File: config.mk
export PLATFORM = sky130hd
export DESIGN_NAME = multicycle_ctrl
export DESIGN_NICKNAME = d
export VERILOG_FILES = /design/src/rtl/multicycle_ctrl.sv
export SDC_FILE = /design/constraint.sdc
export NUM_CORES = 1
export LEC_CHECK = 0
export BUFFER_PORTS_ARGS = -buffer_cell sky130_fd_sc_hd__buf_4
export CORE_AREA = 2 2 43 45
export CTS_CLUSTER_DIAMETER = 60
export DETAILED_ROUTE_END_ITERATION = 7
export DIE_AREA = 0 0 45 47
export PLACE_DENSITY = 0.76
export SYNTH_ARGS = -nofsm -noshare
export SYNTH_HDL_FRONTEND = slang
export SYNTH_SLANG_ARGS = --single-unit
export TNS_END_PERCENT = 20
File: constraint.sdc
create_clock -name clk -period 2.35 [get_ports clk]
set_clock_uncertainty 0.2 [all_clocks]
set_input_delay 0.1175 -clock clk [delete_from_list [all_inputs] [get_ports clk]]
set_output_delay 0.1175 -clock clk [all_outputs]
set_load 0.01 [all_outputs]
File: src/rtl/multicycle_ctrl.sv
// Control FSM for a multicycle MIPS datapath (shared ALU, unified memory).
// Decodes op/funct from the instruction register and sequences the
// datapath one state per cycle. Memory states wait on mem_ready.
module multicycle_ctrl #(
  parameter bit TRAP_ON_ILLEGAL = 1'b1
) (
  input  logic       clk,
  input  logic       reset,
  input  logic [5:0] op,
  input  logic [5:0] funct,
  input  logic       zero,
  input  logic       mem_ready,
  output logic       mem_req,
  output logic       iord,
  output logic       memwrite,
  output logic       irwrite,
  output logic       regdst,
  output logic       memtoreg,
  output logic       regwrite,
  output logic       alusrca,
  output logic [1:0] alusrcb,
  output logic [1:0] pcsrc,
  output logic       pcen,
  output logic [2:0] alucontrol,
  output logic       instr_done,
  output logic       halted
);

  // opcodes
  localparam logic [5:0] OP_RTYPE = 6'b000000;
  localparam logic [5:0] OP_LW    = 6'b100011;
  localparam logic [5:0] OP_SW    = 6'b101011;
  localparam logic [5:0] OP_BEQ   = 6'b000100;
  localparam logic [5:0] OP_ADDI  = 6'b001000;
  localparam logic [5:0] OP_J     = 6'b000010;

  // R-type function codes
  localparam logic [5:0] FN_ADD = 6'b100000;
  localparam logic [5:0] FN_SUB = 6'b100010;
  localparam logic [5:0] FN_AND = 6'b100100;
  localparam logic [5:0] FN_OR  = 6'b100101;
  localparam logic [5:0] FN_SLT = 6'b101010;

  // ALU function codes
  localparam logic [2:0] ALU_ADD = 3'b010;
  localparam logic [2:0] ALU_SUB = 3'b110;
  localparam logic [2:0] ALU_AND = 3'b000;
  localparam logic [2:0] ALU_OR  = 3'b001;
  localparam logic [2:0] ALU_SLT = 3'b111;

  // ALU B select
  localparam logic [1:0] B_REG  = 2'b00;
  localparam logic [1:0] B_FOUR = 2'b01;
  localparam logic [1:0] B_IMM  = 2'b10;
  localparam logic [1:0] B_IMM4 = 2'b11;

  // PC source select
  localparam logic [1:0] PC_ALU  = 2'b00;
  localparam logic [1:0] PC_OUT  = 2'b01;
  localparam logic [1:0] PC_JUMP = 2'b10;

  typedef enum logic [3:0] {
    S_FETCH    = 4'd0,
    S_DECODE   = 4'd1,
    S_MEMADR   = 4'd2,
    S_MEMRD    = 4'd3,
    S_MEMWB    = 4'd4,
    S_MEMWR    = 4'd5,
    S_EXECUTE  = 4'd6,
    S_ALUWB    = 4'd7,
    S_BRANCH   = 4'd8,
    S_ADDIEXEC = 4'd9,
    S_ADDIWB   = 4'd10,
    S_JUMP     = 4'd11,
    S_HALT     = 4'd12
  } state_t;

  // all control outputs bundled so the reset override is one assignment
  typedef struct packed {
    logic       mem_req;
    logic       iord;
    logic       memwrite;
    logic       irwrite;
    logic       regdst;
    logic       memtoreg;
    logic       regwrite;
    logic       alusrca;
    logic [1:0] alusrcb;
    logic [1:0] pcsrc;
    logic       pcen;
    logic [2:0] alucontrol;
    logic       instr_done;
    logic       halted;
  } ctl_t;

  state_t state, state_nx;
  ctl_t   ctl_st, ctl;

  logic is_rtype, is_lw, is_sw, is_beq, is_addi, is_j, op_legal;
  logic       funct_ok;
  logic [2:0] alu_fn;
  logic       nop_on_illegal;

  assign nop_on_illegal = (TRAP_ON_ILLEGAL == 1'b0);

  // opcode classification
  always_comb begin
    is_rtype = (op == OP_RTYPE);
    is_lw    = (op == OP_LW);
    is_sw    = (op == OP_SW);
    is_beq   = (op == OP_BEQ);
    is_addi  = (op == OP_ADDI);
    is_j     = (op == OP_J);
    op_legal = is_rtype | is_lw | is_sw | is_beq | is_addi | is_j;
  end

  // R-type funct to ALU function; unknown funct flagged illegal
  always_comb begin
    funct_ok = 1'b1;
    alu_fn   = ALU_ADD;
    case (funct)
      FN_ADD:  alu_fn = ALU_ADD;
      FN_SUB:  alu_fn = ALU_SUB;
      FN_AND:  alu_fn = ALU_AND;
      FN_OR:   alu_fn = ALU_OR;
      FN_SLT:  alu_fn = ALU_SLT;
      default: funct_ok = 1'b0;
    endcase
  end

  // state register, synchronous active-low reset
  always_ff @(posedge clk) begin
    if (!reset) state <= S_FETCH;
    else        state <= state_nx;
  end

  // next-state logic
  always_comb begin
    state_nx = state;
    case (state)
      S_FETCH:    if (mem_ready) state_nx = S_DECODE;
      S_DECODE: begin
        if (is_lw || is_sw)  state_nx = S_MEMADR;
        else if (is_rtype)   state_nx = S_EXECUTE;
        else if (is_beq)     state_nx = S_BRANCH;
        else if (is_addi)    state_nx = S_ADDIEXEC;
        else if (is_j)       state_nx = S_JUMP;
        else                 state_nx = nop_on_illegal ? S_FETCH : S_HALT;
      end
      S_MEMADR:   state_nx = is_sw ? S_MEMWR : S_MEMRD;
      S_MEMRD:    if (mem_ready) state_nx = S_MEMWB;
      S_MEMWB:    state_nx = S_FETCH;
      S_MEMWR:    if (mem_ready) state_nx = S_FETCH;
      // bad funct is caught here; ALUWB is never reached so no regwrite
      S_EXECUTE: begin
        if (funct_ok)            state_nx = S_ALUWB;
        else if (nop_on_illegal) state_nx = S_FETCH;
        else                     state_nx = S_HALT;
      end
      S_ALUWB:    state_nx = S_FETCH;
      S_BRANCH:   state_nx = S_FETCH;
      S_ADDIEXEC: state_nx = S_ADDIWB;
      S_ADDIWB:   state_nx = S_FETCH;
      S_JUMP:     state_nx = S_FETCH;
      S_HALT:     state_nx = S_HALT;
      default:    state_nx = S_FETCH;
    endcase
  end

  // per-state outputs; only pcen (zero) and memory enables (mem_ready) are Mealy
  always_comb begin
    ctl_st            = '0;
    ctl_st.alucontrol = ALU_ADD;
    case (state)
      S_FETCH: begin
        ctl_st.mem_req = 1'b1;
        ctl_st.alusrcb = B_FOUR;
        ctl_st.pcsrc   = PC_ALU;
        ctl_st.irwrite = mem_ready;
        ctl_st.pcen    = mem_ready;
      end
      S_DECODE: begin
        ctl_st.alusrcb    = B_IMM4;
        ctl_st.instr_done = nop_on_illegal & ~op_legal;
      end
      S_MEMADR: begin
        ctl_st.alusrca = 1'b1;
        ctl_st.alusrcb = B_IMM;
      end
      S_MEMRD: begin
        ctl_st.mem_req = 1'b1;
        ctl_st.iord    = 1'b1;
      end
      S_MEMWB: begin
        ctl_st.memtoreg   = 1'b1;
        ctl_st.regwrite   = 1'b1;
        ctl_st.instr_done = 1'b1;
      end
      S_MEMWR: begin
        ctl_st.mem_req    = 1'b1;
        ctl_st.iord       = 1'b1;
        ctl_st.memwrite   = 1'b1;
        ctl_st.instr_done = mem_ready;
      end
      S_EXECUTE: begin
        ctl_st.alusrca    = 1'b1;
        ctl_st.alusrcb    = B_REG;
        ctl_st.alucontrol = alu_fn;
        ctl_st.instr_done = nop_on_illegal & ~funct_ok;
      end
      S_ALUWB: begin
        ctl_st.regdst     = 1'b1;
        ctl_st.regwrite   = 1'b1;
        ctl_st.instr_done = 1'b1;
      end
      S_BRANCH: begin
        ctl_st.alusrca    = 1'b1;
        ctl_st.alusrcb    = B_REG;
        ctl_st.alucontrol = ALU_SUB;
        ctl_st.pcsrc      = PC_OUT;
        ctl_st.pcen       = zero;
        ctl_st.instr_done = 1'b1;
      end
      S_ADDIEXEC: begin
        ctl_st.alusrca = 1'b1;
        ctl_st.alusrcb = B_IMM;
      end
      S_ADDIWB: begin
        ctl_st.regwrite   = 1'b1;
        ctl_st.instr_done = 1'b1;
      end
      S_JUMP: begin
        ctl_st.pcsrc      = PC_JUMP;
        ctl_st.pcen       = 1'b1;
        ctl_st.instr_done = 1'b1;
      end
      S_HALT:  ctl_st.halted = 1'b1;
      default: ;
    endcase
  end

  // reset cycle: FETCH-style selects, every write/enable suppressed
  always_comb begin
    ctl = ctl_st;
    if (!reset) begin
      ctl            = '0;
      ctl.alusrcb    = B_FOUR;
      ctl.pcsrc      = PC_ALU;
      ctl.alucontrol = ALU_ADD;
    end
  end

  assign mem_req    = ctl.mem_req;
  assign iord       = ctl.iord;
  assign memwrite   = ctl.memwrite;
  assign irwrite    = ctl.irwrite;
  assign regdst     = ctl.regdst;
  assign memtoreg   = ctl.memtoreg;
  assign regwrite   = ctl.regwrite;
  assign alusrca    = ctl.alusrca;
  assign alusrcb    = ctl.alusrcb;
  assign pcsrc      = ctl.pcsrc;
  assign pcen       = ctl.pcen;
  assign alucontrol = ctl.alucontrol;
  assign instr_done = ctl.instr_done;
  assign halted     = ctl.halted;

endmodule

==> impl_metrics.csv, run 1 <==
group,metric,value,unit
detailed_routing,dr_total_vias,964,
grt,grt.total_usage,21.82,%
clocking,clock_path_buffers,2,
finish,reg_top3,"state (4)",
clocking,cts_tree,"done",
synthesis,synth_xor_area_share,2.555,%
synthesis,synth-simple-area-share,45.62,%
synthesis,synthTopCellsByArea,"dfxtp_1, nor2_1, a21oi_1, nor3_1, nand2_1",
worst_setup_path,crit_required,2030,ps
floorplanning,start_util,41.52,%
synthesis,synthFlopType,"dfxtp_1",
grt,antenna_found_initial,0,
pwr,vdd_ir_drop_max,0.2038,mV
synthesis,syn_area_per_cell,6.408,sq um
place,dpl_cell_area,959.7,sq um
finish,fin_nets,160,
worst_setup_path,crit_path_start_kind,"primary input",
place,gp_congestion,0.9235,
worst_setup_path,crit_arrival,1970,ps
timing,min_period,2292,ps
timing,fin_hold_ws,124.0,ps
grt,overflow,0,
synthesis,synth_top_family_by_area,"simple AND/OR/NAND/NOR gates",
timing,setup_viol,0,
detailed_routing,drt_wl_total,2243,um
synthesis,ys_ff_latch,4,
synthesis,syn-cell-area,685.7,sq um
clocking,numCtsBuffers,3,
worst_setup_path,path_cells,"dlygate4sd3_1 > buf_6 > nand2_1 > or3_4 > or4b_1 > buf_4",
clocking,clkTransAtPathRegs,50,ps
synthesis,ys_types,37,
timing,rsz0062_at_grt,"false",
synthesis,synth.top_cell.area_share,11.68,%
pwr,power_density,319.1,nW/um^2
timing,max_freq,436.3,MHz
timing,hold_viol,0,
clocking,post_cts_buffers,0,
synthesis,seq_area_frac_synth,11.68,%
worst_setup_path,reg2reg_depth,5,
synthesis,synth_cells,107,
clocking,clock_latency,240,ps
clocking,clockRootBuffer,"clkbuf_4",
finish,syn2layout_area_growth,45.26,%
synthesis,yosysTopAreaCell,"dfxtp_1",
synthesis,muxShareOfSynthArea,3.102,%
finish,drive_gt1_share,31.69,%
timing,period_share,97.52,%
worst_setup_path,path_buf_inv,3,
worst_setup_path,timing.rr.end,"state[2]",
status,status,"completed",
synthesis,synth_compound_area_share,31.75,%
floorplanning,die_x,45,um
finish,antennaDiodeCount,0,
worst_setup_path,cpPeakStageDelay,560,ps
clocking,cts.sinks,4,
synthesis,synthAdderAreaFrac,0,%
detailed_routing,ant_nets,0,
worst_setup_path,path_class,"primary input to primary output",
place,dp_hpwl,1675,um
clocking,htreeDepth,1,
grt,grt_pass1_vias,795,
detailed_routing,via_per_inst,6.063,
grt,grt_pass1_wl,3450,um
worst_setup_path,crit_slowest_cell,"dlygate4sd3_1",
finish,regMostFlops,"state",
detailed_routing,drt_iter0_drc,40,
place,portBuffers,33,
synthesis,yosysWarnings,0,
synthesis,synth.most_common_cell,"nor2_1",
floorplanning,die-area,2115,sq um
hold_path,min_path_type,"primary input to register",
worst_setup_path,critPathMaxFanout,12,
synthesis,ys_async_sr_fraction,0,%
pwr,total_power,317.8,uW
floorplanning,std_cell_rows,15,
floorplanning,die_h,47,um
hold_path,min_to,"state[0]",
timing,maxSlewViolCount,0,
timing,worst_slew_pin_slew,308.5,ps
job,drv_cap,0,
pwr,p_leak,0.4156,nW
finish,largest_reg_flops,4,
detailed_routing,drt-wirelength-per-cell,14.11,um
timing,relSlewSlack,79.39,%
finish,fin_util,60.30,%
detailed_routing,drcViolationCount,0,
floorplanning,io_pins,34,
finish,final_area,996.0,sq um
worst_setup_path,cp-end-kind,"primary output",
timing,setup-tns-final,0,ps
synthesis,syn-num-nets,123,
hold_path,worstHoldStart,"mem_ready",
worst_setup_path,regToRegStartpoint,"state[3]",
worst_setup_path,r2r_slack,590,ps
hold_path,holdPathStages,4,
synthesis,ys_top_cells_by_count,"nor2_1, nand2_1, a21oi_1, nor3_1",
floorplanning,core_area,1652,sq um
worst_setup_path,cp_top_family,"simple AND/OR/NAND/NOR gates",
grt,grt_start_max_net_pins,18,
detailed_routing,drt_first_pass_iters,4,
synthesis,synth_edf_count,0,
-- worst reg2reg max path: cells and delay by family, from the launching register on --
kind / cells / cell delay (ps)
AO/OA/AOI/OAI: 3 / 690
flip-flops: 1 / 330
AND/OR/NAND/NOR: 1 / 270
buffers and inverters: 1 / 190
-- cells in the final DEF, fill, tap and decap left out, types with 2 or more instances in the layout --
| cell type | count |
|---|---|
| a211o_1 | 2 |
| a21oi_1 | 8 |
| a31oi_1 | 3 |
| and3_1 | 2 |
| buf_4 | 36 |
| clkbuf_4 | 3 |
| dfxtp_1 | 4 |
| inv_1 | 3 |
| nand2_1 | 10 |
| nand2b_1 | 6 |
| nand3_1 | 2 |
| nor2_1 | 16 |
| nor2b_1 | 4 |
| nor3_1 | 8 |
| o2111ai_1 | 2 |
| o21a_1 | 2 |
| o21ai_0 | 6 |
| o31ai_1 | 3 |
| xnor2_1 | 2 |
-- worst max path at each step --
| stage | from | end | slack (ps) | depth (start not counted) |
|---|---|---|---|---|
| 6_report | reset | alucontrol[1] | 60 | 6 |
| 3_5_place_dp | state[1] | alucontrol[1] | 420 | 5 |
| 2_1_floorplan | state[1] | alucontrol[1] | 530 | 4 |
| 3_3_place_gp | state[1] | alucontrol[1] | 450 | 5 |
| 4_1_cts | reset | alucontrol[1] | 50 | 6 |
| 5_1_grt | reset | alucontrol[1] | 5 | 6 |
-- kinds of logic after synthesis --
family | after synthesis
flip-flops | 4
multiplexers | 2
AO/OA/AOI/OAI | 32
XOR/XNOR | 2
buffers and inverters | 9
AND/OR/NAND/NOR | 58
-- stage by stage --
stage	cells	setup WS [ps]
finish	159	58.24
global placement	155	445.7
detailed placement	155	419.1
floorplan	107	530.5
global route	159	5.090
CTS	159	53.68
-- power breakdown --
group          internal, mW  total (mW)  switching (mW)  leakage [nW]
Combinational        0.0707       0.152          0.0815         0.369
Sequential           0.0721      0.0746         0.00254        0.0326
Clock                0.0575      0.0910          0.0335        0.0138
Total                 0.200       0.318           0.118         0.416
-- layer usage --
metal / track usage, % / vias to the layer above / share of wire [%] / wire, um
li1: - / 470 / - / -
met4: 8.235 / 0 / 0.80 / 18
met1: 27.52 / 430 / 40 / 889
met5: 0 / - / 0 / 0
met2: 36.57 / 60 / 49 / 1110
met3: 4.615 / 4 / 10 / 224
-- layout make-up --
type	count	area, sq um
repair buffers	38	291.5
inverters	3	11.26
well taps	17	21.27
flip-flops and latches	4	80.08
fillers	172	655.6
multi-input cells	94	569.3
clock buffers	3	22.52
-- repair_timing --
item                       CTS  global route
gates resized for setup      0             1
setup endpoints to repair    0             1
hold endpoints to repair     1             0
hold buffers                 1             0
Power figures use the tool's default switching activity.
==> inputs of run 2 (changes only) <==
--- a/config.mk
+++ b/config.mk
@@ -5,12 +5,13 @@
 export SDC_FILE = /design/constraint.sdc
 export NUM_CORES = 1
 export LEC_CHECK = 0
+export ABC_AREA = 1
 export BUFFER_PORTS_ARGS = -buffer_cell sky130_fd_sc_hd__buf_4
 export CORE_AREA = 2 2 43 45
 export CTS_CLUSTER_DIAMETER = 60
 export DETAILED_ROUTE_END_ITERATION = 7
 export DIE_AREA = 0 0 45 47
-export PLACE_DENSITY = 0.76
+export PLACE_DENSITY = 0.75
 export SYNTH_ARGS = -nofsm -noshare
 export SYNTH_HDL_FRONTEND = slang
 export SYNTH_SLANG_ARGS = --single-unit
==> impl_metrics.csv, run 2 <==
group,metric,value,unit
grt,use_met1,26.27,%
pwr,vdd_ir_drop_max,0.5482,mV
clocking,htreeDepth,1,
place,gp_congestion,0.8442,
pwr,switching_share,48.55,%
clocking,clock_latency,230,ps
timing,worst_slew_pin_slew,367.5,ps
detailed_routing,drt_wl_total,1857,um
floorplanning,die-area,2115,sq um
finish,final_common_cell,"buf_4",
finish,reg_top3,"state (4)",
timing,rsz0062_at_grt,"false",
pwr,power_density,690.4,nW/um^2
detailed_routing,ant_nets,0,
timing,period_share,80.59,%
hold_path,min_path_type,"primary input to register",
synthesis,yosysWarnings,0,
synthesis,synth_edf_count,0,
synthesis,ys_types,19,
worst_setup_path,crit_path_start_kind,"register",
synthesis,ys_ff_latch,4,
grt,grt_pass1_vias,773,
grt,gr-usage-met2,32.00,%
timing,setup-tns-final,0,ps
place,dp.cells,183,
worst_setup_path,path_buf_inv,3,
timing,min_period,1894,ps
synthesis,synth_cells,134,
detailed_routing,drt-wirelength-per-cell,9.930,um
job,drv_cap,0,
clocking,clkTransAtPathRegs,30,ps
synthesis,synth.top_cell.area_share,16.64,%
finish,largest_reg_flops,4,
detailed_routing,dr_total_vias,898,
grt,grt_start_max_net_pins,15,
grt,overflow,0,
worst_setup_path,path_class,"register to primary output",
floorplanning,std_cell_rows,15,
worst_setup_path,crit_arrival,1580,ps
pwr,p_int,346.2,uW
pwr,p_leak,0.5927,nW
clocking,clock_path_buffers,2,
timing,maxSlewViolCount,0,
floorplanning,die_x,45,um
worst_setup_path,cp_top_family,"simple AND/OR/NAND/NOR gates",
worst_setup_path,cpPeakStageDelay,360,ps
timing,hold_viol,0,
synthesis,syn-num-nets,150,
clocking,cts_tree,"done",
status,status,"completed",
detailed_routing,drt_first_pass_iters,4,
finish,fillCellCount,177,
detailed_routing,drcViolationCount,0,
worst_setup_path,crit_slowest_cell,"dfxtp_1",
timing,setup_viol,0,
floorplanning,io_pins,34,
place,dp_hpwl,1567,um
grt,busiest_layer,"met2",
clocking,numCtsBuffers,3,
finish,syn2layout_area_growth,43.99,%
worst_setup_path,path_cells,"nor2_1 > inv_1 > nor2_1 > inv_1 > a31oi_1 > buf_4",
synthesis,seq_area_frac_synth,11.83,%
finish,antennaDiodeCount,0,
synthesis,ys_async_sr_fraction,0,%
pwr,pwr-share-seq,17.8,%
place,pre_cts_slack,681.7,ps
synthesis,ys_top_cells_by_count,"nor2_1, inv_1, nand2_1",
synthesis,synthTopCellsByArea,"nor2_1, inv_1, nand2_1, dfxtp_1, nand3_1",
synthesis,yosysTopAreaCell,"nor2_1",
worst_setup_path,critPathMaxFanout,6,
grt,grt_pass1_wl,3070,um
finish,multi_input_area,484.2,sq um
grt,grt.total_usage,19.62,%
clocking,post_cts_buffers,0,
finish,fin_nets,188,
pwr,clkPwrFrac,12.0,%
detailed_routing,drt_iter0_drc,22,
synthesis,synth.most_common_cell,"nor2_1",
floorplanning,core_area,1652,sq um
pwr,p_comb_share,70.2,%
pwr,power_switching,326.7,uW
synthesis,synthFlopType,"dfxtp_1",
floorplanning,die_h,47,um
timing,max_freq,528.0,MHz
finish,drive_gt1_share,29.41,%
place,portBuffers,33,
finish,seq_area,80.08,sq um
finish,regMostFlops,"state",
finish,instances_no_fill,187,
worst_setup_path,crit_required,2030,ps
clocking,clockRootBuffer,"clkbuf_4",
floorplanning,start_util,40.98,%
timing,fin_hold_ws,10.12,ps
grt,antenna_found_initial,0,
detailed_routing,via_per_inst,4.802,
clocking,cts.sinks,4,
timing,relSlewSlack,75.47,%
grt,use_met3,2.692,%
timing,finalWorstSetupSlack,456.0,ps
finish,final_cell_mix,"buf_4, nor2_1, inv_1, nand2_1, nand3_1",
finish,fin_util,59.02,%
worst_setup_path,cp-end-kind,"primary output",
synthesis,syn-cell-area,676.9,sq um
synthesis,syn_area_per_cell,5.051,sq um
-- run 2: power by group through the flow --
stage               Clock, mW  Combinational, mW  Sequential [mW]
global placement            0              0.467            0.119
finish                 0.0808              0.472            0.120
global route           0.0902              0.537            0.124
CTS                    0.0861              0.475            0.119
detailed placement          0              0.473            0.120
floorplan                   0              0.320            0.114
-- run 2: area by class of cell --
type | count | area share [%]
Sequential cell | 4 | 8.216
Inverter | 29 | 11.17
Timing Repair Buffer | 34 | 26.44
Tap cell | 17 | 2.182
Multi-Input combinational cell | 100 | 49.68
Clock buffer | 3 | 2.311
-- run 2: repair_timing --
| item | 4_1_cts | 5_1_grt |
|---|---|---|
| resized for setup | 0 | 0 |
| hold buffers | 1 | 0 |
| hold endpoints to repair | 1 | 0 |
-- run 2: worst paths after layout --
| kind | startpoint | endpoint | slack, ps | cells after the start |
|---|---|---|---|---|
| hold / removal | mem_ready | state[2] | 10 | 4 |
| setup reg to reg | state[1] | state[2] | 840 | 7 |
| setup / recovery | state[1] | alusrca | 460 | 6 |
| hold reg to reg | state[0] | state[0] | 520 | 4 |
-- run 2: layer usage --
| metal | share of wire, % | vias to the layer above |
|---|---|---|
| li1 | - | 487 |
| met1 | 45 | 384 |
| met2 | 50 | 27 |
| met3 | 5.1 | 0 |
| met4 | 0 | 0 |
| met5 | 0 | - |
-- run 2: worst register-to-register path: stages, from the launching register on --
cell and delay (ps):
dfxtp_1 360, nor2_1 280, nand3_1 190, nand3_1 130, nor2_1 50, nand2_1 60, nand2_1 50, a21oi_1 110
-- run 2: kinds of logic (layout without fill, tap and decap cells) --
family	Yosys count	in the layout	synth area share, %
compound gates	13	13	11.46
buf+inv	30	66	16.63
flops	4	4	11.83
simple gates	87	87	60.07
-- run 2: through the flow --
stage	power (mW)	area [sq um]
6_report	0.6729	974.7
5_1_grt	0.7512	974.7
4_1_cts	0.6802	974.7
3_5_place_dp	0.5929	942.2
3_3_place_gp	0.5863	942.2
2_1_floorplan	0.4339	676.9
==> inputs of run 3 (changes only) <==
==> constraint.sdc (replaced) <==
create_clock -name clk -period 1.9 [get_ports clk]
set_clock_uncertainty 0.2 [all_clocks]
set_input_delay 0.095 -clock clk [delete_from_list [all_inputs] [get_ports clk]]
set_output_delay 0.095 -clock clk [all_outputs]
set_load 0.01 [all_outputs]
==> impl_metrics.csv, run 3 (synthesized netlist as in run 2, its figures left out) <==
group,metric,value,unit
finish,regMostFlops,"state",
clocking,clock_path_buffers,2,
detailed_routing,dr_total_vias,894,
timing,hold_viol,0,
hold_path,min_path_type,"primary input to register",
worst_setup_path,path_buf_inv,3,
worst_setup_path,critPathMaxFanout,4,
place,dp_hpwl,1562,um
floorplanning,io_pins,34,
worst_setup_path,path_class,"register to primary output",
finish,syn2layout_area_growth,46.95,%
clocking,numCtsBuffers,3,
floorplanning,core_area,1652,sq um
worst_setup_path,cp_top_family,"flip-flops",
detailed_routing,drt_iter0_drc,18,
worst_setup_path,path_cells,"inv_1 > or2_4 > nor2_2 > inv_1 > a31oi_1 > buf_4",
grt,grt_pass1_wl,2980,um
finish,final_cell_mix,"buf_4, inv_1, nor2_1, nand2_1, nand3_1",
finish,instances_no_fill,188,
clocking,clkTransAtPathRegs,40,ps
worst_setup_path,r2r_slack,420,ps
detailed_routing,ant_nets,0,
timing,max_freq,551.7,MHz
clocking,cts_tree,"done",
floorplanning,die_x,45,um
job,drv_cap,0,
grt,grt_pass1_vias,782,
clocking,clockRootBuffer,"clkbuf_4",
grt,grt_start_max_net_pins,15,
status,status,"completed",
pwr,power_density,858.7,nW/um^2
timing,relSlewSlack,75.38,%
timing,maxSlewViolCount,0,
finish,largest_reg_flops,4,
grt,antenna_found_initial,0,
detailed_routing,drt-wirelength-per-cell,9.936,um
pwr,total_power,854.2,uW
detailed_routing,via_per_inst,4.755,
grt,grt.total_usage,18.58,%
floorplanning,die_h,47,um
worst_setup_path,crit_required,1600,ps
timing,setup_viol,0,
finish,drive_gt1_share,32.75,%
place,gp_congestion,0.8445,
clocking,clock_latency,230,ps
pwr,vdd_ir_drop_max,0.6166,mV
clocking,htreeDepth,1,
pwr,p_leak,0.5976,nW
worst_setup_path,timing.rr.end,"state[2]",
floorplanning,std_cell_rows,15,
worst_setup_path,crit_path_start_kind,"register",
detailed_routing,drcViolationCount,0,
floorplanning,die-area,2115,sq um
worst_setup_path,crit_arrival,1520,ps
clocking,cts.sinks,4,
timing,min_period,1813,ps
worst_setup_path,cp-end-kind,"primary output",
detailed_routing,drt_wl_total,1868,um
worst_setup_path,cp.depth,6,
worst_setup_path,crit_slowest_cell,"dfxtp_1",
detailed_routing,drt_first_pass_iters,4,
finish,final_common_cell,"buf_4",
finish,reg_top3,"state (4)",
finish,antennaDiodeCount,0,
worst_setup_path,cp-endpoint,"alusrca",
worst_setup_path,reg2reg_depth,8,
floorplanning,start_util,40.98,%
finish,fin_nets,189,
place,dp.cells,183,
timing,worst_slew_pin_slew,368.9,ps
worst_setup_path,cpPeakStageDelay,380,ps
worst_setup_path,critical-path-top-cell-by-count,"inv_1",
timing,rsz0062_at_grt,"true",
place,portBuffers,33,
timing,period_share,95.40,%
timing,setup-tns-final,0,ps
worst_setup_path,regToRegStartpoint,"state[0]",
grt,overflow,0,
worst_setup_path,crit_start,"state[3]",
[run 3: layout make-up]
| class | count | area (sq um) |
|---|---|---|
| inverter | 29 | 108.9 |
| tap | 17 | 21.27 |
| fill | 169 | 656.9 |
| sequential | 4 | 82.58 |
| timing repair buffer | 35 | 267.8 |
| clock buffer | 3 | 22.52 |
| multi-input combinational | 100 | 491.7 |
[run 3: worst reg2reg max path: cells and delay by family (launching register included)]
kind / cells / cell delay, ps
simple gates: 6 / 560
flops: 1 / 420
buf+inv: 1 / 100
compound gates: 1 / 110
[run 3: how the worst min path moves through the flow]
stage	end	slack, ps	start	cells past startpoint
6_report	state[2]	160	op[2]	6
3_5_place_dp	state[3]	180	reset	3
2_1_floorplan	state[3]	20	reset	2
5_1_grt	state[1]	220	op[3]	6
4_1_cts	state[2]	160	op[2]	6
3_3_place_gp	state[3]	210	reset	3
[run 3: where the power goes]
| group | switching [mW] | internal (mW) |
|---|---|---|
| sequential | 0.0431 | 0.113 |
| combinational | 0.344 | 0.254 |
| clock | 0.0304 | 0.0704 |
[run 3: metal layers]
layer  vias to the layer above  GRT usage (%)  part of all wire [%]
li1                        489              -                     -
met1                       383          24.19                    46
met2                        22          33.14                    49
met3                         0         0.7692                   5.5
met4                         0          5.882                     0
met5                         -              0                     0
[run 3: what timing repair did]
action | in CTS | in global routing
hold endpoints to repair | 3 | 0
gates resized for setup | 1 | 5
hold buffers | 2 | 0
setup endpoints to repair | 1 | 4
buffers inserted | 0 | 0
[run 3: through the flow]
stage	utilization [%]	hold slack [ps]	worst slack, ps	cell area, sq um
detailed placement	57.05	184.3	254.0	942.2
global route	60.23	215.3	-14.98	994.7
global placement	57.05	205.0	311.5	942.2
finish	60.23	156.2	87.34	994.7
floorplan	-	19.43	424.9	676.9
CTS	59.77	158.3	14.51	987.2
